File: src/rtl/mem_arbiter.sv
// mem_arbiter
// Arbitrates an instruction-fetch port and a data port onto one shared
// memory port. Only one transaction is outstanding at a time.
//
// Ports
//   clk, rst                 clock, asynchronous active-high reset
//   iReq, iAddr              fetch request / address (held until iDone)
//   iRdata, iDone, iStall    fetch result, one-cycle completion pulse, stall
//   dReq, dWr, dAddr, dWdata data request, 1=write, address, write data
//   dRdata, dDone, dStall    data result, one-cycle completion pulse, stall
//   memEn, memWr, memAddr,   shared memory issue (memEn high for exactly
//   memWdata                 the issue cycle)
//   memRdata, memBusy,       memory read data, not-ready, completion
//   memDone
//   err                      sticky timeout flag, cleared only by reset
//   stateDbg                 current FSM state, for observation only
//
// Handshake: a requester raises xReq with stable address/data and holds
// them until the cycle xDone is high; xDone is a one-cycle pulse, and the
// requester is ineligible for issue during that pulse so a still-held
// request is not issued twice. The memory side sees memEn for one cycle
// (only while memBusy is low) and answers later with a one-cycle memDone.
module mem_arbiter #(
  parameter int STARVE_LIM = 4,
  parameter int TIMEOUT    = 15
) (
  input  logic        clk,
  input  logic        rst,
  input  logic        iReq,
  input  logic [15:0] iAddr,
  output logic [15:0] iRdata,
  output logic        iDone,
  output logic        iStall,
  input  logic        dReq,
  input  logic        dWr,
  input  logic [15:0] dAddr,
  input  logic [15:0] dWdata,
  output logic [15:0] dRdata,
  output logic        dDone,
  output logic        dStall,
  output logic        memEn,
  output logic        memWr,
  output logic [15:0] memAddr,
  output logic [15:0] memWdata,
  input  logic [15:0] memRdata,
  input  logic        memBusy,
  input  logic        memDone,
  output logic        err,
  output logic [1:0]  stateDbg
);

  localparam logic [1:0] IDLE   = 2'd0;
  localparam logic [1:0] BUSY_I = 2'd1;
  localparam logic [1:0] BUSY_D = 2'd2;

  localparam int SW = (STARVE_LIM < 1) ? 1 : $clog2(STARVE_LIM + 1);
  localparam int TW = (TIMEOUT < 2) ? 1 : $clog2(TIMEOUT + 1);
  localparam logic [SW-1:0] STARVE_MAX = SW'(STARVE_LIM);
  // Abort fires in the TIMEOUT-th BUSY cycle without memDone.
  localparam logic [TW-1:0] TO_LAST    = TW'(TIMEOUT - 1);

  logic [1:0]    state;
  logic [SW-1:0] starveCnt;
  logic [TW-1:0] toCnt;
  logic          busyWr;   // outstanding data transaction is a write

  logic iElig, dElig, issue, pickI, busy, timeoutHit;

  assign stateDbg = state;
  assign iStall   = iReq & ~iDone;
  assign dStall   = dReq & ~dDone;

  always_comb begin
    iElig      = iReq & ~iDone;
    dElig      = dReq & ~dDone;
    // rst gates issue explicitly so memEn stays low for the whole reset.
    issue      = (state == IDLE) & ~memBusy & ~rst & (iElig | dElig);
    // Data has priority unless the fetch side has been passed over enough.
    pickI      = iElig & (~dElig | (starveCnt == STARVE_MAX));
    busy       = (state == BUSY_I) | (state == BUSY_D);
    timeoutHit = busy & ~memDone & (toCnt == TO_LAST);

    memEn    = issue;
    memWr    = 1'b0;
    memAddr  = 16'h0000;
    memWdata = 16'h0000;
    if (issue) begin
      if (pickI) begin
        memAddr = iAddr;
      end else begin
        memWr    = dWr;
        memAddr  = dAddr;
        memWdata = dWdata;
      end
    end
  end

  always_ff @(posedge clk or posedge rst) begin
    if (rst) begin
      state     <= IDLE;
      starveCnt <= '0;
      toCnt     <= '0;
      busyWr    <= 1'b0;
      iDone     <= 1'b0;
      dDone     <= 1'b0;
      iRdata    <= 16'h0000;
      dRdata    <= 16'h0000;
      err       <= 1'b0;
    end else begin
      iDone <= (state == BUSY_I) & (memDone | timeoutHit);
      dDone <= (state == BUSY_D) & (memDone | timeoutHit);

      case (state)
        IDLE: begin
          // memDone is ignored here: nothing is outstanding.
          if (issue) begin
            state  <= pickI ? BUSY_I : BUSY_D;
            toCnt  <= '0;
            busyWr <= ~pickI & dWr;
            if (pickI) begin
              starveCnt <= '0;
            end else if (iReq && (starveCnt != STARVE_MAX)) begin
              starveCnt <= starveCnt + 1'b1;
            end
          end
        end
        BUSY_I, BUSY_D: begin
          if (memDone) begin
            state <= IDLE;
            if (state == BUSY_I) begin
              iRdata <= memRdata;
            end else if (!busyWr) begin
              dRdata <= memRdata;
            end
          end else if (timeoutHit) begin
            state <= IDLE;
            err   <= 1'b1;
            if (state == BUSY_I) begin
              iRdata <= 16'h0000;
            end else begin
              dRdata <= 16'h0000;
            end
          end else begin
            toCnt <= toCnt + 1'b1;
          end
        end
        default: state <= IDLE;
      endcase
    end
  end

endmodule

File: config.mk
export PLATFORM = sky130hd
export DESIGN_NAME = mem_arbiter
export DESIGN_NICKNAME = d
export VERILOG_FILES = /design/src/rtl/mem_arbiter.sv
export SDC_FILE = /design/constraint.sdc
export NUM_CORES = 1
export LEC_CHECK = 0
export BUFFER_PORTS_ARGS = -buffer_cell sky130_fd_sc_hd__buf_2
export CAP_MARGIN = 5
export CORE_MARGIN = 2
export CORE_UTILIZATION = 47
export DETAILED_ROUTE_END_ITERATION = 6
export PLACE_DENSITY = 0.86
export REMOVE_ABC_BUFFERS = 1
export SYNTH_ARGS = -nofsm -noshare
export SYNTH_HDL_FRONTEND = slang
export SYNTH_SLANG_ARGS = --single-unit
File: constraint.sdc
create_clock -name clk -period 4.8 [get_ports clk]
set_input_delay 0 -clock clk [delete_from_list [all_inputs] [get_ports clk]]
set_output_delay 0 -clock clk [all_outputs]
set_load 0.05 [all_outputs]
==> metrics.csv, run 1 <==
metric,value,unit
status,completed,
power density cells,652,nW/um^2
Yosys reg bits,45,
Placement Setup Slack,2.45,ns
P&R area growth vs syn,42.4,%
ys async rst share,100,%
post-synth top area cell,dfrtp_1,
die area,5630,um^2
setup TNS,0,ns
Peak VDD IR,0.297,mV
met3 WL,378,um
number of global-route vias before repair,2319,
relative slew slack,50.9,%
WP data arrival,2.53,ns
"Clk pin slew, worst setup/hold paths",0.08,ns
min cycle time layout,2.53,ns
CP startpoint kind,register,
Yosys Warn Count,0,
largest net degree at the start of global routing,46,
cts bufs inserted,5,
ANT nets after route,0,
H-tree depth,2,
wire per inst,14.7,um
final core utilization,70.6,%
crit path cell chain,inv_1 > ha_1 > nor3b_2 > o21ai_2 > buf_4 > nor2_2 > and2_1 > buf_2,
Tcrit/Tclk final,52.8,%
fin area,3380,um^2
synth top area cells,"dfrtp_1 47%, a32o_1 14%, mux2i_1 7.2%, and2_1 5.3%, ha_1 3.7%",
Post-Syn Area,2370,um^2
I/O pins,144,
Worst-Margin Slew,0.734,ns
port bufs,143,
CP Capture Type,output port,
worst hold path type,in -> reg,
Avg Inst Size Synth,11.4,um^2
Bufs and invs on worst path,3,
CTS tree,yes,
crit path kind,reg -> out,
Top Layer Used,met4,
Initial Util,49.6,%
number of flops mapped to enable cells by yosys,0,
ratio of cells with drive above 1 in the final layout,45.9,%
CTS Root Cell,clkbuf_8,
met1 WL,2.39,mm
Max Clock Skew,0.00844,ns
CTS sink count,45,
drt pass-1 iters,6,
GRT Total Usage,23.4,%
"Setup Fix Bufs, Post-CTS",0,
Crit Path Max Fanout,18,
met2 WL,3.48,mm
reg2reg setup slack,2.44,ns
Die Y-Extent,75.1,um
site row count,25,
DR vias/cell,5.39,
most frequent cell after synthesis,dfrtp_1,
DRT iter0 DRCs,136,
setup ws final,2.27,ns
worst r2r src,stateDbg[1],
Hold Path End,starveCnt[2],
unrepaired setup endpoints after global routing,no,
Post-synth top cells,"45 x dfrtp_1, 33 x a32o_1, 20 x and2_1",
placer congestion estimate,0.899,
latest clock arrival within the worst-skew pair,0.30,ns
hold_sp,dReq,
final slew viol count,0,
"Distinct cells, synth",39,
Main synth FF type,dfrtp_1,
fmax,395,MHz
final hold violation count,0,
Reg-to-Reg End,dRdata[4],
synthesized instance count,208,
remaining global-route overflow,0,
CTS max path bufs,2,
DP Area,3110,um^2
Via Count,2332,
diode count,0,
critical path's slowest cell,dfrtp_1,
first-pass GRT wire length,10.2,mm
drt drc,0,
core area,4790,um^2
share of the synthesized area in the top cell type,47.4,%
Finish-stage setup viols,0,
DRT Wirelength,6.38,mm
nets,443,
sequential share of the synthesized area,47.4,%
hold depth,4,
initial antenna violation count,0,
Max-Cap Viols,0,
Leakage,1.80,nW
"slowest stage delay, CP",0.41,ns
floorplan die width,75.1,um
Final HPWL DP,4.58,mm
WP data required,4.80,ns
CP top delay family,simple AND/OR/NAND/NOR gates,
R2R depth,6,
hold slack,0.174,ns
## tightest hold or removal path: stages
cell and delay (ns):
buf_2 0.10, nor2b_2 0.17, nand2_1 0.10, o2bb2ai_1 0.07
## state kept, by name, summed over array words and instances, names as in the netlist
name	count
busyWr	1
toCnt	4
iDone	1
err	1
dDone	1
starveCnt	3
dRdata	16
iRdata	16
stateDbg	2
## logic make-up after synthesis
logic type               share of synthesized area, %
AND/OR/NAND/NOR                                  13.4
AO/OA/AOI/OAI                                    22.1
flip-flops                                       47.4
buffers and inverters                            5.22
multiplexers                                     8.12
adder cells (fa/ha/maj)                          3.69
## per-layer routing
metal,global-route usage (%),vias up
met5,0,-
met1,27.6,1121
met3,3.08,11
met2,42.7,102
li1,-,1098
met4,9.52,0
## cell type report
cell class	instances	area (um^2)
sequential	45	1130
clock buffer	6	72.6
fill	366	1410
timing repair buffer	164	918
tap	67	83.8
inverter	10	37.5
clock inverter	2	15.0
multi-input combinational	139	1130
## worst max path at each step
stage,start,endpoint,slack (ns),cells past startpoint
after floorplan,iDone,memAddr[0],1.40,4
after global placement,stateDbg[0],dRdata[8],2.56,6
after detailed placement,stateDbg[1],dRdata[3],2.45,6
after CTS,stateDbg[1],memWdata[13],2.22,8
after global routing,stateDbg[0],memWdata[5],1.96,8
final,stateDbg[1],memWdata[5],2.27,8
## cell usage in the layout (no fill, tap or decap), types with 3 or more instances in the layout
cell type / netlist / routed
clkbuf_8: 0 / 5
ha_1: 7 / 7
dlygate4sd3_1: 0 / 18
a32o_1: 33 / 33
buf_4: 1 / 3
inv_1: 8 / 7
dfrtp_1: 45 / 45
nand2_2: 3 / 3
nand2_1: 4 / 4
a21oi_1: 3 / 3
buf_2: 6 / 143
and2_1: 20 / 20
nor2_1: 18 / 18
mux2i_1: 17 / 17
## stage by stage
| step | std cells | total power [mW] |
|---|---|---|
| after floorplan | 194 | 1.65 |
| after global placement | 407 | 1.93 |
| after detailed placement | 407 | 1.97 |
| after CTS | 433 | 2.21 |
| after global routing | 433 | 2.33 |
| final | 433 | 2.20 |
## report_power, final
group / switching (mW) / total [mW] / internal (mW)
clock: 0.123 / 0.226 / 0.102
combinational: 0.932 / 1.33 / 0.393
sequential: 0.110 / 0.652 / 0.542
total: 1.16 / 2.20 / 1.04
## timing repair
item | CTS | global route
hold buffers | 18 | 0
hold endpoints to repair | 78 | 0
resized for setup | 0 | 0
No activity file was read; power rests on OpenSTA's default activity.
==> run 2, diff against run 1 <==
--- a/config.mk
+++ b/config.mk
@@ -5,12 +5,13 @@
 export SDC_FILE = /design/constraint.sdc
 export NUM_CORES = 1
 export LEC_CHECK = 0
+export ABC_AREA = 1
 export BUFFER_PORTS_ARGS = -buffer_cell sky130_fd_sc_hd__buf_2
 export CAP_MARGIN = 5
 export CORE_MARGIN = 2
-export CORE_UTILIZATION = 47
+export CORE_UTILIZATION = 44
 export DETAILED_ROUTE_END_ITERATION = 6
-export PLACE_DENSITY = 0.86
+export PLACE_DENSITY = 0.8
 export REMOVE_ABC_BUFFERS = 1
 export SYNTH_ARGS = -nofsm -noshare
 export SYNTH_HDL_FRONTEND = slang
==> constraint.sdc (replaced) <==
create_clock -name clk -period 2.4 [get_ports clk]
set_input_delay 0 -clock clk [delete_from_list [all_inputs] [get_ports clk]]
set_output_delay 0 -clock clk [all_outputs]
set_load 0.05 [all_outputs]
==> metrics.csv, run 2 <==
metric,value,unit,change
status,completed,,
sequential share of the synthesized area,45.0,%,-2.4 points
final hold violation count,0,,unchanged
drt drc,0,,unchanged
DP Area,3250,um^2,+4.5%
Post-Syn Area,2500,um^2,+5.4%
cts bufs inserted,5,,unchanged
# fillers,502,,+37%
unrepaired setup endpoints after global routing,no,,
Leakage,2.10,nW,+17%
P&R area growth vs syn,41.1,%,
remaining global-route overflow,0,,unchanged
DRT iter0 DRCs,117,,-14%
post-synth top area cell,dfrtp_1,,
net switching power,2.54,mW,+120%
Placement Setup Slack,0.378,ns,-2.08 ns
Switching Share,57.0,%,+4.1 points
Pwr Total,4.45,mW,+100%
number of flops mapped to enable cells by yosys,0,,unchanged
final slew viol count,0,,unchanged
CTS sink count,45,,unchanged
Avg Inst Size Synth,7.33,um^2,-36%
nets,574,,+30%
synthesized instance count,341,,+64%
diode count,0,,unchanged
setup ws final,0.196,ns,-2.07 ns
Yosys reg bits,45,,unchanged
Peak VDD IR,0.947,mV,+220%
Worst-Margin Slew,0.972,ns,+0.238 ns
synth top area cells,"dfrtp_1 45%, nand2_1 17%, nor2_1 9.3%, nand3_1 5.4%, nand4_1 4.0%",,
I/O pins,144,,unchanged
fmax,454,MHz,
Via Count,2859,,+23%
internal cell power,1.92,mW,+84%
site row count,27,,+8.0%
Yosys Warn Count,0,,unchanged
DRT Wirelength,8.00,mm,+26%
ratio of cells with drive above 1 in the final layout,33.8,%,-12 points
core area,5510,um^2,+15%
Die Y-Extent,79.4,um,+5.8%
hold slack,0.00905,ns,-0.165 ns
ANT nets after route,0,,unchanged
WP data required,2.40,ns,-2.40 ns
power density cells,1260,nW/um^2,+94%
"Distinct cells, synth",24,,-38%
CP Capture Type,output port,,
fin area,3530,um^2,+4.4%
Largest regs,"dRdata: 16 flops, iRdata: 16 flops, toCnt: 4 flops",,
number of global-route vias before repair,2787,,+20%
share of the synthesized area in the top cell type,45.0,%,-2.4 points
initial antenna violation count,0,,unchanged
H-tree depth,2,,unchanged
port bufs,143,,unchanged
floorplan die width,79.4,um,+5.8%
die area,6300,um^2,+12%
first-pass GRT wire length,12.6,mm,+23%
placer congestion estimate,0.805,,-10%
worst hold path type,in -> reg,,
CTS Root Cell,clkbuf_8,,
drt pass-1 iters,5,,-1
Crit Path Max Fanout,26,,+8
most frequent cells in the layout,"143 x buf_2, 114 x nand2_1, 62 x nor2_1",,
relative slew slack,34.8,%,-16 points
WP data arrival,2.20,ns,-0.33 ns
CP startpoint kind,register,,
min cycle time layout,2.20,ns,
Max Clock Skew,0.00724,ns,-0.00120 ns
"Clk pin slew, worst setup/hold paths",0.08,ns,about the same
Main synth FF type,dfrtp_1,,
crit path kind,reg -> out,,
Tcrit/Tclk final,91.8,%,
Finish-stage setup viols,0,,unchanged
CTS max path bufs,2,,unchanged
CTS tree,yes,,
register share of total power,28.9,%,-0.7 points
GRT Total Usage,25.5,%,+2.1 points
Comb pwr share,60.9,%,+0.7 points
"commonest non-fill, non-tap cell in the layout",buf_2,,
Post-synth top cells,"115 x nand2_1, 62 x nor2_1, 45 x dfrtp_1",,
latest clock arrival within the worst-skew pair,0.29,ns,about the same
ys async rst share,100,%,unchanged
Max-Cap Viols,0,,unchanged
Final HPWL DP,5.85,mm,+28%
clock share of power,10.2,%,about the same
Initial Util,45.4,%,-4.2 points
DR vias/cell,5.02,,-6.7%
largest net degree at the start of global routing,31,,-33%
wire per inst,14.1,um,-4.5%
most frequent cell after synthesis,nand2_1,,
run 2: cell types whose count changed after synthesis, sizes merged, moves of 19 or more:
cell   delta
nand3    +27
a32o     -33
nor2     +43
and2     -19
nand2   +109
run 2: repair_timing:
item,4_1_cts,5_1_grt
endpoints found under the hold margin,59,0
buffers inserted,0,1
gates resized for setup,0,3
endpoints found under the setup margin,0,16
hold buffers,17,0
run 2: routing by layer:
metal | global-route usage [%] | share of wire, % | vias to the layer above
li1 | - | - | 1383
met1 | 27.2 | 36 | 1309
met2 | 44.9 | 49 | 142
met3 | 8.03 | 10 | 25
met4 | 13.4 | 4.7 | 0
met5 | 0 | 0 | -
run 2: cell type report:
class | count | area (um^2) | share of cell area (%)
well taps | 72 | 90.1 | 2.55
inverters | 21 | 86.3 | 2.45
clock inverters | 2 | 15.0 | 0.425
repair buffers | 168 | 958 | 27.2
multi-input cells | 255 | 1180 | 33.5
clock buffers | 6 | 72.6 | 2.06
flip-flops and latches | 45 | 1130 | 31.9
run 2: power by group through the flow:
stage	logic [mW]	registers [mW]	clock network (mW)
3_5_place_dp	2.69	1.28	0
4_1_cts	2.71	1.28	0.472
6_report	2.71	1.29	0.456
5_1_grt	2.92	1.32	0.504
2_1_floorplan	0.999	2.22	0
3_3_place_gp	2.62	1.27	0
run 2: cell families (layout without fill, tap and decap cells):
kind of cell             after synthesis  in the layout  synth area share, %
buffers and inverters                 41            197                 7.85
adder cells (fa/ha/maj)                7              7                 3.50
flip-flops                            45             45                 45.0
AO/OA/AOI/OAI                         21             21                 4.90
AND/OR/NAND/NOR                      225            225                 38.0
XOR/XNOR                               2              2                0.700
run 2: worst paths after layout:
check | from | endpoint | slack (ns) | cells past startpoint
setup reg to reg | stateDbg[0] | toCnt[3] | 0.59 | 10
max in group asynchronous | rst | dRdata[14] | 1.33 | 4
hold / removal | dWr | busyWr | 0.009 | 3
setup / recovery | starveCnt[0] | memAddr[7] | 0.20 | 9
min in group asynchronous | rst | stateDbg[0] | 0.37 | 3
hold reg to reg | iRdata[6] | iRdata[6] | 0.48 | 2
run 2: critical path, stage by stage, from the launching register on:
cell and delay (ns):
dfrtp_1 0.41, inv_1 0.09, ha_1 0.15, nand2_1 0.06, nand3_1 0.11, nand2_2 0.18
buf_12 0.21, o21ai_0 0.40, nor2_1 0.07, buf_2 0.22
run 2: through the flow:
stage               instances  util [%]  setup TNS (ns)
finish                    569      64.1               0
global route              569      64.1               0
CTS                       568      63.8               0
detailed placement        543      59.1               0
global placement          543      59.1               0
floorplan                 321         -           -8.05
